`config.mk`:
```
export PLATFORM = sky130hd
export DESIGN_NAME = fetch_unit_flat
export DESIGN_NICKNAME = d
export VERILOG_FILES = /design/src/rtl/fetch_pkg.sv /design/src/rtl/fetch_unit_if.sv /design/src/rtl/fetch_unit.sv /design/src/flat_wrapper.sv
export SDC_FILE = /design/constraint.sdc
export NUM_CORES = 1
export LEC_CHECK = 0
export CORE_ASPECT_RATIO = 2
export CORE_MARGIN = 2
export CORE_UTILIZATION = 35
export DETAILED_ROUTE_END_ITERATION = 10
export PLACE_DENSITY = 0.87
export SLEW_MARGIN = 20
export SYNTH_ARGS = -nofsm -noshare
export SYNTH_HDL_FRONTEND = slang
export SYNTH_SLANG_ARGS = --single-unit
```
`constraint.sdc`:
```
create_clock -name clk -period 4.2 [get_ports clk]
set_input_delay 0.84 -clock clk [delete_from_list [all_inputs] [get_ports clk]]
set_output_delay 0.84 -clock clk [all_outputs]
set_load 0.005 [all_outputs]
```
`src/rtl/fetch_pkg.sv`:
```
// Shared types and constants for the instruction fetch sequencer.
// Widths and the default long-instruction marker bit live here.
package fetch_pkg;

  localparam int W = 8;
  localparam int LONG_BIT_DEF = 7;

  typedef enum logic [1:0] {
    FETCH_OP  = 2'd0,
    FETCH_ARG = 2'd1,
    ISSUE     = 2'd2
  } fetch_state_t;

endpackage

```
`src/rtl/fetch_unit_if.sv`:
```
// Bus bundle between fetch, PC register, instruction memory,
// decode and execute. master = fetch side, slave = environment.
interface fetch_unit_if;
  import fetch_pkg::*;

  logic [W-1:0] pc_value;
  logic         pc_latch;
  logic         pc_inc;
  logic [W-1:0] pc_data;

  logic         mem_req;
  logic [W-1:0] mem_addr;
  logic         mem_ack;
  logic [W-1:0] mem_rdata;

  logic         instr_valid;
  logic         instr_ready;
  logic [W-1:0] instr_opcode;
  logic [W-1:0] instr_operand;
  logic         instr_long;
  logic [W-1:0] instr_pc;

  logic         branch_valid;
  logic [W-1:0] branch_target;
  logic         stall;

  modport master (
    input  pc_value, mem_ack, mem_rdata, instr_ready,
    input  branch_valid, branch_target, stall,
    output pc_latch, pc_inc, pc_data, mem_req, mem_addr,
    output instr_valid, instr_opcode, instr_operand,
    output instr_long, instr_pc
  );

  modport slave (
    output pc_value, mem_ack, mem_rdata, instr_ready,
    output branch_valid, branch_target, stall,
    input  pc_latch, pc_inc, pc_data, mem_req, mem_addr,
    input  instr_valid, instr_opcode, instr_operand,
    input  instr_long, instr_pc
  );

endinterface

```
`src/rtl/fetch_unit.sv`:
```
// Fetch sequencer: reads 1/2-byte instructions, drives the PC
// register controls and hands complete instructions to decode.
module fetch_unit
  import fetch_pkg::*;
#(
  parameter int LONG_BIT = LONG_BIT_DEF
) (
  input  logic          clk,
  input  logic          reset,
  fetch_unit_if.master  bus
);

  fetch_state_t r_state;
  fetch_state_t w_next;

  logic [W-1:0] r_opcode;
  logic [W-1:0] r_operand;
  logic [W-1:0] r_pc;
  logic         r_long;

  logic w_req;
  logic w_valid;
  logic w_inc;
  logic w_latch;
  logic w_cap_op;
  logic w_cap_arg;
  logic w_short;

  assign w_short = !bus.mem_rdata[LONG_BIT];

  always_ff @(posedge clk) begin
    if (reset) r_state <= FETCH_OP;
    else       r_state <= w_next;
  end

  // Branch overrides every state; ack/ready that cycle are dropped.
  always_comb begin
    w_next    = r_state;
    w_req     = 1'b0;
    w_valid   = 1'b0;
    w_inc     = 1'b0;
    w_latch   = 1'b0;
    w_cap_op  = 1'b0;
    w_cap_arg = 1'b0;
    if (reset) begin
      w_next = FETCH_OP;
    end else if (bus.branch_valid) begin
      w_latch = 1'b1;
      w_next  = FETCH_OP;
    end else begin
      unique case (r_state)
        FETCH_OP: begin
          w_req = !bus.stall;
          if (!bus.stall && bus.mem_ack) begin
            w_inc    = 1'b1;
            w_cap_op = 1'b1;
            w_next   = w_short ? ISSUE : FETCH_ARG;
          end
        end
        FETCH_ARG: begin
          w_req = 1'b1;
          if (bus.mem_ack) begin
            w_inc     = 1'b1;
            w_cap_arg = 1'b1;
            w_next    = ISSUE;
          end
        end
        ISSUE: begin
          w_valid = 1'b1;
          if (bus.instr_ready) w_next = FETCH_OP;
        end
        default: w_next = FETCH_OP;
      endcase
    end
  end

  always_ff @(posedge clk) begin
    if (reset) begin
      r_opcode  <= '0;
      r_operand <= '0;
      r_pc      <= '0;
      r_long    <= 1'b0;
    end else if (w_cap_op) begin
      r_opcode <= bus.mem_rdata;
      r_pc     <= bus.pc_value;
      if (w_short) begin
        r_operand <= '0;
        r_long    <= 1'b0;
      end
    end else if (w_cap_arg) begin
      r_operand <= bus.mem_rdata;
      r_long    <= 1'b1;
    end
  end

  assign bus.mem_req       = w_req;
  assign bus.mem_addr      = bus.pc_value;
  assign bus.pc_inc        = w_inc;
  assign bus.pc_latch      = w_latch;
  assign bus.pc_data       = bus.branch_valid ? bus.branch_target : '0;
  assign bus.instr_valid   = w_valid;
  assign bus.instr_opcode  = r_opcode;
  assign bus.instr_operand = r_operand;
  assign bus.instr_long    = r_long;
  assign bus.instr_pc      = r_pc;

endmodule

```
`src/flat_wrapper.sv`:
```
// flat-port wrapper written by rule: the top's interface ports become plain ports
module fetch_unit_flat import fetch_pkg::*;
#(
  parameter int LONG_BIT = LONG_BIT_DEF
)
  (clk, reset, bus_pc_value, bus_mem_ack, bus_mem_rdata, bus_instr_ready, bus_branch_valid, bus_branch_target, bus_stall, bus_pc_latch, bus_pc_inc, bus_pc_data, bus_mem_req, bus_mem_addr, bus_instr_valid, bus_instr_opcode, bus_instr_operand, bus_instr_long, bus_instr_pc);
  fetch_unit_if bus_i ();
  input  logic clk;
  input  logic reset;
  input wire logic [$bits(bus_i.pc_value)-1:0] bus_pc_value;
  input wire logic [$bits(bus_i.mem_ack)-1:0] bus_mem_ack;
  input wire logic [$bits(bus_i.mem_rdata)-1:0] bus_mem_rdata;
  input wire logic [$bits(bus_i.instr_ready)-1:0] bus_instr_ready;
  input wire logic [$bits(bus_i.branch_valid)-1:0] bus_branch_valid;
  input wire logic [$bits(bus_i.branch_target)-1:0] bus_branch_target;
  input wire logic [$bits(bus_i.stall)-1:0] bus_stall;
  output wire logic [$bits(bus_i.pc_latch)-1:0] bus_pc_latch;
  output wire logic [$bits(bus_i.pc_inc)-1:0] bus_pc_inc;
  output wire logic [$bits(bus_i.pc_data)-1:0] bus_pc_data;
  output wire logic [$bits(bus_i.mem_req)-1:0] bus_mem_req;
  output wire logic [$bits(bus_i.mem_addr)-1:0] bus_mem_addr;
  output wire logic [$bits(bus_i.instr_valid)-1:0] bus_instr_valid;
  output wire logic [$bits(bus_i.instr_opcode)-1:0] bus_instr_opcode;
  output wire logic [$bits(bus_i.instr_operand)-1:0] bus_instr_operand;
  output wire logic [$bits(bus_i.instr_long)-1:0] bus_instr_long;
  output wire logic [$bits(bus_i.instr_pc)-1:0] bus_instr_pc;
  assign bus_i.pc_value = bus_pc_value;
  assign bus_i.mem_ack = bus_mem_ack;
  assign bus_i.mem_rdata = bus_mem_rdata;
  assign bus_i.instr_ready = bus_instr_ready;
  assign bus_i.branch_valid = bus_branch_valid;
  assign bus_i.branch_target = bus_branch_target;
  assign bus_i.stall = bus_stall;
  assign bus_pc_latch = bus_i.pc_latch;
  assign bus_pc_inc = bus_i.pc_inc;
  assign bus_pc_data = bus_i.pc_data;
  assign bus_mem_req = bus_i.mem_req;
  assign bus_mem_addr = bus_i.mem_addr;
  assign bus_instr_valid = bus_i.instr_valid;
  assign bus_instr_opcode = bus_i.instr_opcode;
  assign bus_instr_operand = bus_i.instr_operand;
  assign bus_instr_long = bus_i.instr_long;
  assign bus_instr_pc = bus_i.instr_pc;
  fetch_unit #(.LONG_BIT(LONG_BIT)) u_core (.clk(clk), .reset(reset), .bus(bus_i));
endmodule
```
==> results of run 1 <==
-- final cells by class --
cell class	count	share of cell area (%)
Tap cell	48	2.989
Clock inverter	1	0.2491
Multi-Input combinational cell	92	29.08
Inverter	2	0.3736
Sequential cell	27	26.90
Clock buffer	3	2.055
Timing Repair Buffer	78	38.36
-- layout by cell type, fill, tap and decap left out, types with 2 or more instances in the layout --
cell type / netlist / final
clkdlybuf4s50_1: 0 / 74
dfxtp_1: 27 / 27
a21oi_1: 17 / 17
nand3_1: 15 / 15
nand2b_1: 9 / 9
o21ai_1: 9 / 9
and2_1: 8 / 8
o2bb2ai_1: 7 / 7
o21ai_0: 6 / 6
buf_4: 9 / 4
clkbuf_8: 0 / 3
nor2b_1: 2 / 2
nor4b_1: 2 / 2
nor4_1: 2 / 2
nor3_1: 2 / 2
inv_1: 2 / 2
-- synth_stat cells, types with 2 or more instances --
cell / instances / area (um^2)
inv_1: 2 / 7.510
a21oi_1: 17 / 85.08
o21ai_0: 6 / 30.03
and2_1: 8 / 50.05
buf_2: 2 / 10.01
nor2b_1: 2 / 12.51
o2bb2ai_1: 7 / 61.31
dfxtp_1: 27 / 540.5
nor4b_1: 2 / 17.52
nand3_1: 15 / 75.07
clkbuf_1: 5 / 18.77
nor3_1: 2 / 10.01
nand2b_1: 9 / 56.30
buf_6: 2 / 22.52
o21ai_1: 9 / 45.04
buf_4: 9 / 67.56
nor4_1: 2 / 12.51
-- logic make-up after synthesis --
logic type | Yosys count | synth area share [%]
DFF | 27 | 43.03
muxes | 1 | 0.7968
AOI/OAI and AO/OA | 43 | 21.12
buffers and inverters | 21 | 10.46
and+or+nand+nor | 48 | 24.60
-- stage by stage --
step,hold slack (ps),cell area [um^2],power [mW]
detailed placement,454.8,1963,0.3637
global placement,448.9,1963,0.3628
global route,489.6,2009,0.5244
finish,468.7,2009,0.5023
floorplan,459.4,1256,0.3062
CTS,470.3,2009,0.5069
-- worst min path at each step --
stage	startpoint	endpoint	slack, ps	cells past startpoint
2_1_floorplan	u_core.bus.instr_operand[0]	u_core.bus.instr_operand[0]	460	2
3_3_place_gp	u_core.bus.instr_operand[0]	u_core.bus.instr_operand[0]	450	2
3_5_place_dp	u_core.bus.instr_operand[4]	u_core.bus.instr_operand[4]	450	2
4_1_cts	u_core.bus.instr_operand[4]	u_core.bus.instr_operand[4]	470	2
5_1_grt	u_core.bus.instr_pc[6]	u_core.bus.instr_pc[6]	490	2
6_report	u_core.bus.instr_operand[4]	u_core.bus.instr_operand[4]	470	2
-- flip-flops by register name, summed over array words and instances (netlist names) --
signal                    cells
u_core.bus.instr_pc           8
u_core.bus.instr_long         1
u_core.bus.instr_opcode       8
u_core.bus.instr_operand      8
u_core.r_state                2
-- report_power, final --
| group | total [mW] | internal [mW] | switching (mW) |
|---|---|---|---|
| sequential | 0.263 | 0.260 | 0.00293 |
| combinational | 0.0945 | 0.0572 | 0.0373 |
| clock | 0.145 | 0.0664 | 0.0787 |
-- metal layers --
layer,track usage (%),vias up,part of all wire (%)
met2,29.67,55,51
met5,0,-,0
met4,5.455,0,0.69
li1,-,609,-
met1,19.95,635,40
met3,4.286,2,8.0
-- worst min-delay path: stages (launching register included) --
cell	delay [ps]
dfxtp_1	320
nand2b_1	60
o2bb2ai_1	50
==> impl_metrics.toml, run 1 <==
[clock_tree]
cts_root_buf = "clkbuf_8"
cts_setup_buffers = 0
cts_buffers = 3
tritoncts = "built"
clk_latency_ps = 270
clock_sinks = 27
cts_resized = 0
ctsHoldBuffers = 0
clkTransAtPathRegs_ps = 90
cts.htree.levels = 1
cts_max_path_buffers = 2

[timing]
setup_tns_ps = 0
period_minus_slack_ps = 3418
slew_violations = 0
tightest_slew_ps = 616.3
relSlewSlack_pct = 58.91
clock_skew_ps = 5.841
hold_viol = 0
fin_ws_ps = 782.1
rsz0062_at_grt = "false"
post-route-period-util_pct = 81.38
fmax_mhz = 292.6
finalSetupViolCount = 0

[pwr]
powerDensity_nw_per_um2 = 250.0
ir_drop_mv = 0.2065
p_leak_nw = 0.6776

[synthesis]
synth-async-reset-ratio_pct = 0
synth-seq-cells = 27
synth.distinct_cells = 31
yosysSeqAreaShare_pct = 43.03
synth-edff-count = 0
syn_inst = 140
synth_nets = 170
syn_area_um2 = 1256
ys.flop_type = "dfxtp_1"
syn_avg_cell_area_um2 = 8.973
yosys_warnings = 0

[die]
io_pins = 75
initial_utilization_pct = 36.78
die-area_um2 = 4113
die_x_um = 46.36
fp.dieH_um = 88.73
core_um2 = 3416
rows = 30

[placement]
dp_cells = 247
gp_congestion = 0.7522
place_hpwl_um = 2504
numPortBuffers = 74
dp_slack_ps = 781.1

[cells_and_area]
area.sequential_um2 = 540.5
syn_to_final_growth_pct = 59.96
drive_above_1_share_pct = 6.897
fin_nets = 234
antenna_cells = 0
final_util_pct = 58.83
multiInputGateArea_um2 = 584.3
fillers = 300
layout.cells.non_filler = 251

[worst_setup_path]
crit_cells = 5
crit_buf_inv = 3
worst_path_max_delay_cell = "or4b_4"
slowest_delay_ps = 550
path_class = "in -> out"
start_kind = "primary input"
cp-startpoint = "bus_branch_valid"
cpMostUsedCell = "clkdlybuf4s50_1"
arrival_ps = 2580
worstPathRequired_ps = 3360
timing.rr.start = "u_core.r_state[0]"
cp-end-kind = "output port"
timing.rr.end = "u_core.bus.instr_opcode[2]"
crit_fanout = 16
crit_end = "bus_pc_inc"
worst-r2r-cell-count = 3
rrSetupSlack_ps = 2460
crit_chain = "clkdlybuf4s50_1 > buf_4 > or4b_4 > nor2_1 > clkdlybuf4s50_1"
path_delay_family = "buffers and inverters"

[detailed_routing]
dr.pass1.iters = 4
avgRoutedWirePerCell_um = 13.85
route.vias.total = 1301
drt_iter0_markers = 8
drc = 0
ant_nets = 0
viasPerCell = 5.183
wirelength_um = 3477

[min_path]
min-delay-path-class = "reg -> reg"

[global_route]
grt_pass1_wl_um = 5299
grt_max_degree = 33
antenna_found_initial = 0
grt_pass1_vias = 1196
grtUsageTotal_pct = 17.21
gr-total-overflow = 0

[flow_run]
max_cap_violations = 0

[status]
status = "complete, no violations"
Note: power is estimated with default switching activity, not from simulation.
==> inputs of run 2 (changes only) <==
CORE_UTILIZATION = 33   (was 35)
PLACE_DENSITY = 0.86   (was 0.87)
clock period = 2.8 ns   (was 4.2 ns; I/O delays follow)
==> impl_metrics.toml, run 2 (synthesis results as in run 1) <==
[status]
status = "complete, no violations"

[cells_and_area]
final_util_pct = 56.11
final_cell_mix = "clkdlybuf4s50_1 (73), dfxtp_1 (27), a21oi_1 (17)"
fillers = 357
drive_above_1_share_pct = 8.738
design_area_um2 = 2046
multiInputGateArea_um2 = 590.6
antenna_cells = 0
area.sequential_um2 = 540.5
syn_to_final_growth_pct = 62.85
layout.cells.non_filler = 255
fin_nets = 237
layout_commonest_cell = "clkdlybuf4s50_1"

[min_path]
holdPathStages = 2
worstHoldStart = "u_core.bus.instr_pc[6]"
min-delay-path-class = "reg -> reg"

[timing]
finalSetupViolCount = 0
fmax_mhz = 381.9
relSlewSlack_pct = 58.18
tightest_slew_ps = 627.3
hold_viol = 0
whs_ps = 470.3
clock_skew_ps = 8.663
post-route-period-util_pct = 93.51
setup_tns_ps = 0
slew_violations = 0
period_minus_slack_ps = 2618
rsz0062_at_grt = "false"

[placement]
dp_cells = 251
numPortBuffers = 74
placed_cell_area_um2 = 1987
gp_congestion = 0.6709
place_hpwl_um = 2704

[clock_tree]
clkTransAtPathRegs_ps = 90
clock_sinks = 27
cts_max_path_buffers = 2
clk_latency_ps = 280
cts_root_buf = "clkbuf_8"
cts.htree.levels = 1
tritoncts = "built"
cts_buffers = 3
cts_setup_buffers = 0

[detailed_routing]
wirelength_um = 3668
dr.pass1.iters = 4
avgRoutedWirePerCell_um = 14.38
route.vias.total = 1274
drt_iter0_markers = 30
drc = 0
ant_nets = 0
viasPerCell = 4.996

[worst_setup_path]
path_delay_family = "buffers and inverters"
cp-startpoint = "bus_branch_valid"
slowest_delay_ps = 560
path_class = "in -> out"
timing.rr.start = "u_core.r_state[1]"
crit_chain = "clkdlybuf4s50_1 > buf_4 > nor4_1 > clkdlybuf4s50_1"
start_kind = "primary input"
worstPathRequired_ps = 2240
crit_buf_inv = 3
worst_path_max_delay_cell = "clkdlybuf4s50_1"
cpMostUsedCell = "clkdlybuf4s50_1"
crit_fanout = 15
arrival_ps = 2060
cp-end-kind = "output port"
crit_cells = 4
worst-r2r-cell-count = 3

[global_route]
grt_pass1_vias = 1281
antenna_found_initial = 0
gr-total-overflow = 0
grt_max_degree = 30
grt_pass1_wl_um = 5823
grtUsageTotal_pct = 17.96

[die]
initial_utilization_pct = 34.45
die_x_um = 47.63
die-area_um2 = 4346
fp.dieH_um = 91.26
rows = 31
core_um2 = 3646
io_pins = 75

[pwr]
p_leak_nw = 0.7107
powerDensity_nw_per_um2 = 380.6
ir_drop_mv = 0.3253

[flow_run]
max_cap_violations = 0
-- run 2: per-stage QoR --
stage / setup slack [ps] / total power [mW]
finish: 181.8 / 0.7787
global route: 80.71 / 0.8098
CTS: 52.16 / 0.7833
detailed placement: 55.53 / 0.5505
global placement: 114.5 / 0.5477
floorplan: 1027 / 0.4593
-- run 2: worst reg2reg max path: stages, from the launching register on --
cell and delay (ps):
dfxtp_1 410, or4b_4 600, a211oi_4 390, o2bb2ai_1 130
-- run 2: final cells by class --
cell class | instances | share of cell area, %
multi-input combinational | 92 | 28.87
tap | 49 | 2.997
clock inverter | 1 | 0.4281
timing repair buffer | 81 | 38.90
clock buffer | 3 | 2.018
sequential | 27 | 26.42
inverter | 2 | 0.3670
-- run 2: path summary, 6_finish.rpt --
kind,slack [ps],to
setup / recovery,180,bus_mem_req
setup reg to reg,1150,u_core.bus.instr_operand[4]
hold / removal,470,u_core.bus.instr_pc[6]
hold reg to reg,470,u_core.bus.instr_pc[6]
-- run 2: report_power, final --
| part | leakage, nW | switching, mW | internal, mW |
|---|---|---|---|
| clock | 0.0261 | 0.134 | 0.105 |
| sequential | 0.218 | 0.00445 | 0.390 |
| combinational | 0.466 | 0.0573 | 0.0886 |
-- run 2: what timing repair did --
action | CTS | global route
gates resized for setup | 0 | 2
hold buffers | 0 | 0
endpoints found under the setup margin | 0 | 2
-- run 2: metal layers --
layer | GRT usage (%) | up-vias | wire [um]
li1 | - | 617 | -
met1 | 19.73 | 598 | 1391
met2 | 31.76 | 52 | 1993
met3 | 3.579 | 7 | 216
met4 | 6.081 | 0 | 66
met5 | 0 | - | 0
==> inputs of run 3 (changes only) <==
CORE_UTILIZATION = 35   (was 33)
PLACE_DENSITY = 0.87   (was 0.86)
clock period = 3.15 ns   (was 2.8 ns; I/O delays follow)
==> impl_metrics.toml, run 3 (synthesis results as in run 1) <==
[cells_and_area]
antenna_cells = 0
final_util_pct = 59.05
final_cell_mix = "clkdlybuf4s50_1 (74), dfxtp_1 (27), a21oi_1 (17)"
syn_to_final_growth_pct = 60.56
layout_commonest_cell = "clkdlybuf4s50_1"
drive_above_1_share_pct = 7.353
layout.cells.non_filler = 252
fin_nets = 235
fillers = 298

[min_path]
min-delay-path-class = "reg -> reg"

[worst_setup_path]
start_kind = "primary input"
arrival_ps = 2310
path_class = "in -> out"
crit_fanout = 6
worstPathRequired_ps = 2520
cp-end-kind = "output port"

[clock_tree]
tritoncts = "built"
cts_resized = 0
clkTransAtPathRegs_ps = 90
cts_root_buf = "clkbuf_8"
ctsHoldBuffers = 0
cts_max_path_buffers = 2
cts.htree.levels = 1
cts_setup_buffers = 0
clk_latency_ps = 270
cts_buffers = 3
clock_sinks = 27

[timing]
fmax_mhz = 340.5
tightest_slew_ps = 617.1
period_minus_slack_ps = 2937
clock_skew_ps = 5.603
slew_violations = 0
finalSetupViolCount = 0
setup_tns_ps = 0
relSlewSlack_pct = 58.86
rsz0062_at_grt = "false"
hold_viol = 0
post-route-period-util_pct = 93.24

[detailed_routing]
route.vias.total = 1248
dr.pass1.iters = 4
ant_nets = 0
wirelength_um = 3565
viasPerCell = 4.952
drt_iter0_markers = 21
drc = 0
avgRoutedWirePerCell_um = 14.15

[flow_run]
max_cap_violations = 0

[status]
status = "complete, no violations"

[pwr]
powerDensity_nw_per_um2 = 332.6
finalPower_uw = 670.8
ir_drop_mv = 0.3139
p_leak_nw = 0.6825

[die]
die-area_um2 = 4113
initial_utilization_pct = 36.78
core_um2 = 3416
die_x_um = 46.36
fp.dieH_um = 88.73
io_pins = 75
rows = 30

[global_route]
grtUsageTotal_pct = 18.18
antenna_found_initial = 0
grt_max_degree = 19
gr-total-overflow = 0
grt_pass1_vias = 1243
grt_pass1_wl_um = 5554

[placement]
gp_congestion = 0.7513
numPortBuffers = 74
place_hpwl_um = 2615
dp_cells = 248
==> run 3: changes by cell type in the layout (fill, tap and decap cells not counted) <==
cell / before / now
buf_4: 7 / 5
clkdlybuf4s50_1: 73 / 74
clkinv_2: 0 / 1
dlymetal6s2s_1: 1 / 0
inv_6: 1 / 0
nor4b_1: 1 / 2
nor4b_2: 1 / 0
==> run 3: cell type report <==
cell class | count | area [um^2] | share of cell area [%]
Inverter | 2 | 7.507 | 0.3722
Timing Repair Buffer | 79 | 778.2 | 38.59
Sequential cell | 27 | 540.5 | 26.80
Multi-Input combinational cell | 92 | 584.3 | 28.97
Clock buffer | 3 | 41.29 | 2.047
Tap cell | 48 | 60.06 | 2.978
Clock inverter | 1 | 5.005 | 0.2481
==> run 3: power breakdown <==
group          switching, mW  leakage (nW)  internal [mW]
combinational         0.0495         0.439         0.0771
sequential           0.00405         0.218          0.346
clock                  0.105        0.0255         0.0885
total                  0.159         0.682          0.512
==> run 3: critical path: stages <==
cell	delay [ps]
clkdlybuf4s50_1	560
or4b_4	520
nor2_1	100
clkdlybuf4s50_1	500
==> run 3: stage by stage <==
stage / hold slack [ps] / setup slack (ps) / instance area (um^2)
after floorplan: 459.4 / 1237 / 1256
after global placement: 450.6 / 249.1 / 1971
after detailed placement: 457.0 / 224.5 / 1971
after CTS: 472.4 / 209.3 / 2017
after global routing: 496.1 / 134.0 / 2017
final: 468.8 / 213.0 / 2017
==> run 3: routing by layer <==
layer  part of all wire (%)  GRT usage, %  routed length, um
met1                     38         20.05               1346
met3                    7.5         4.286                268
met5                      0             0                  0
met2                     54         31.69               1917
met4                   0.90         7.532                 32
==> run 3: worst paths after layout <==
check | cells after the start | endpoint | slack, ps | start
worst max-delay path | 4 | bus_pc_inc | 210 | bus_mem_ack
worst min-delay path | 2 | u_core.bus.instr_pc[6] | 470 | u_core.bus.instr_pc[6]
worst max register to register | 3 | u_core.bus.instr_pc[2] | 1440 | u_core.r_state[0]
worst min register to register | 2 | u_core.bus.instr_pc[6] | 470 | u_core.bus.instr_pc[6]
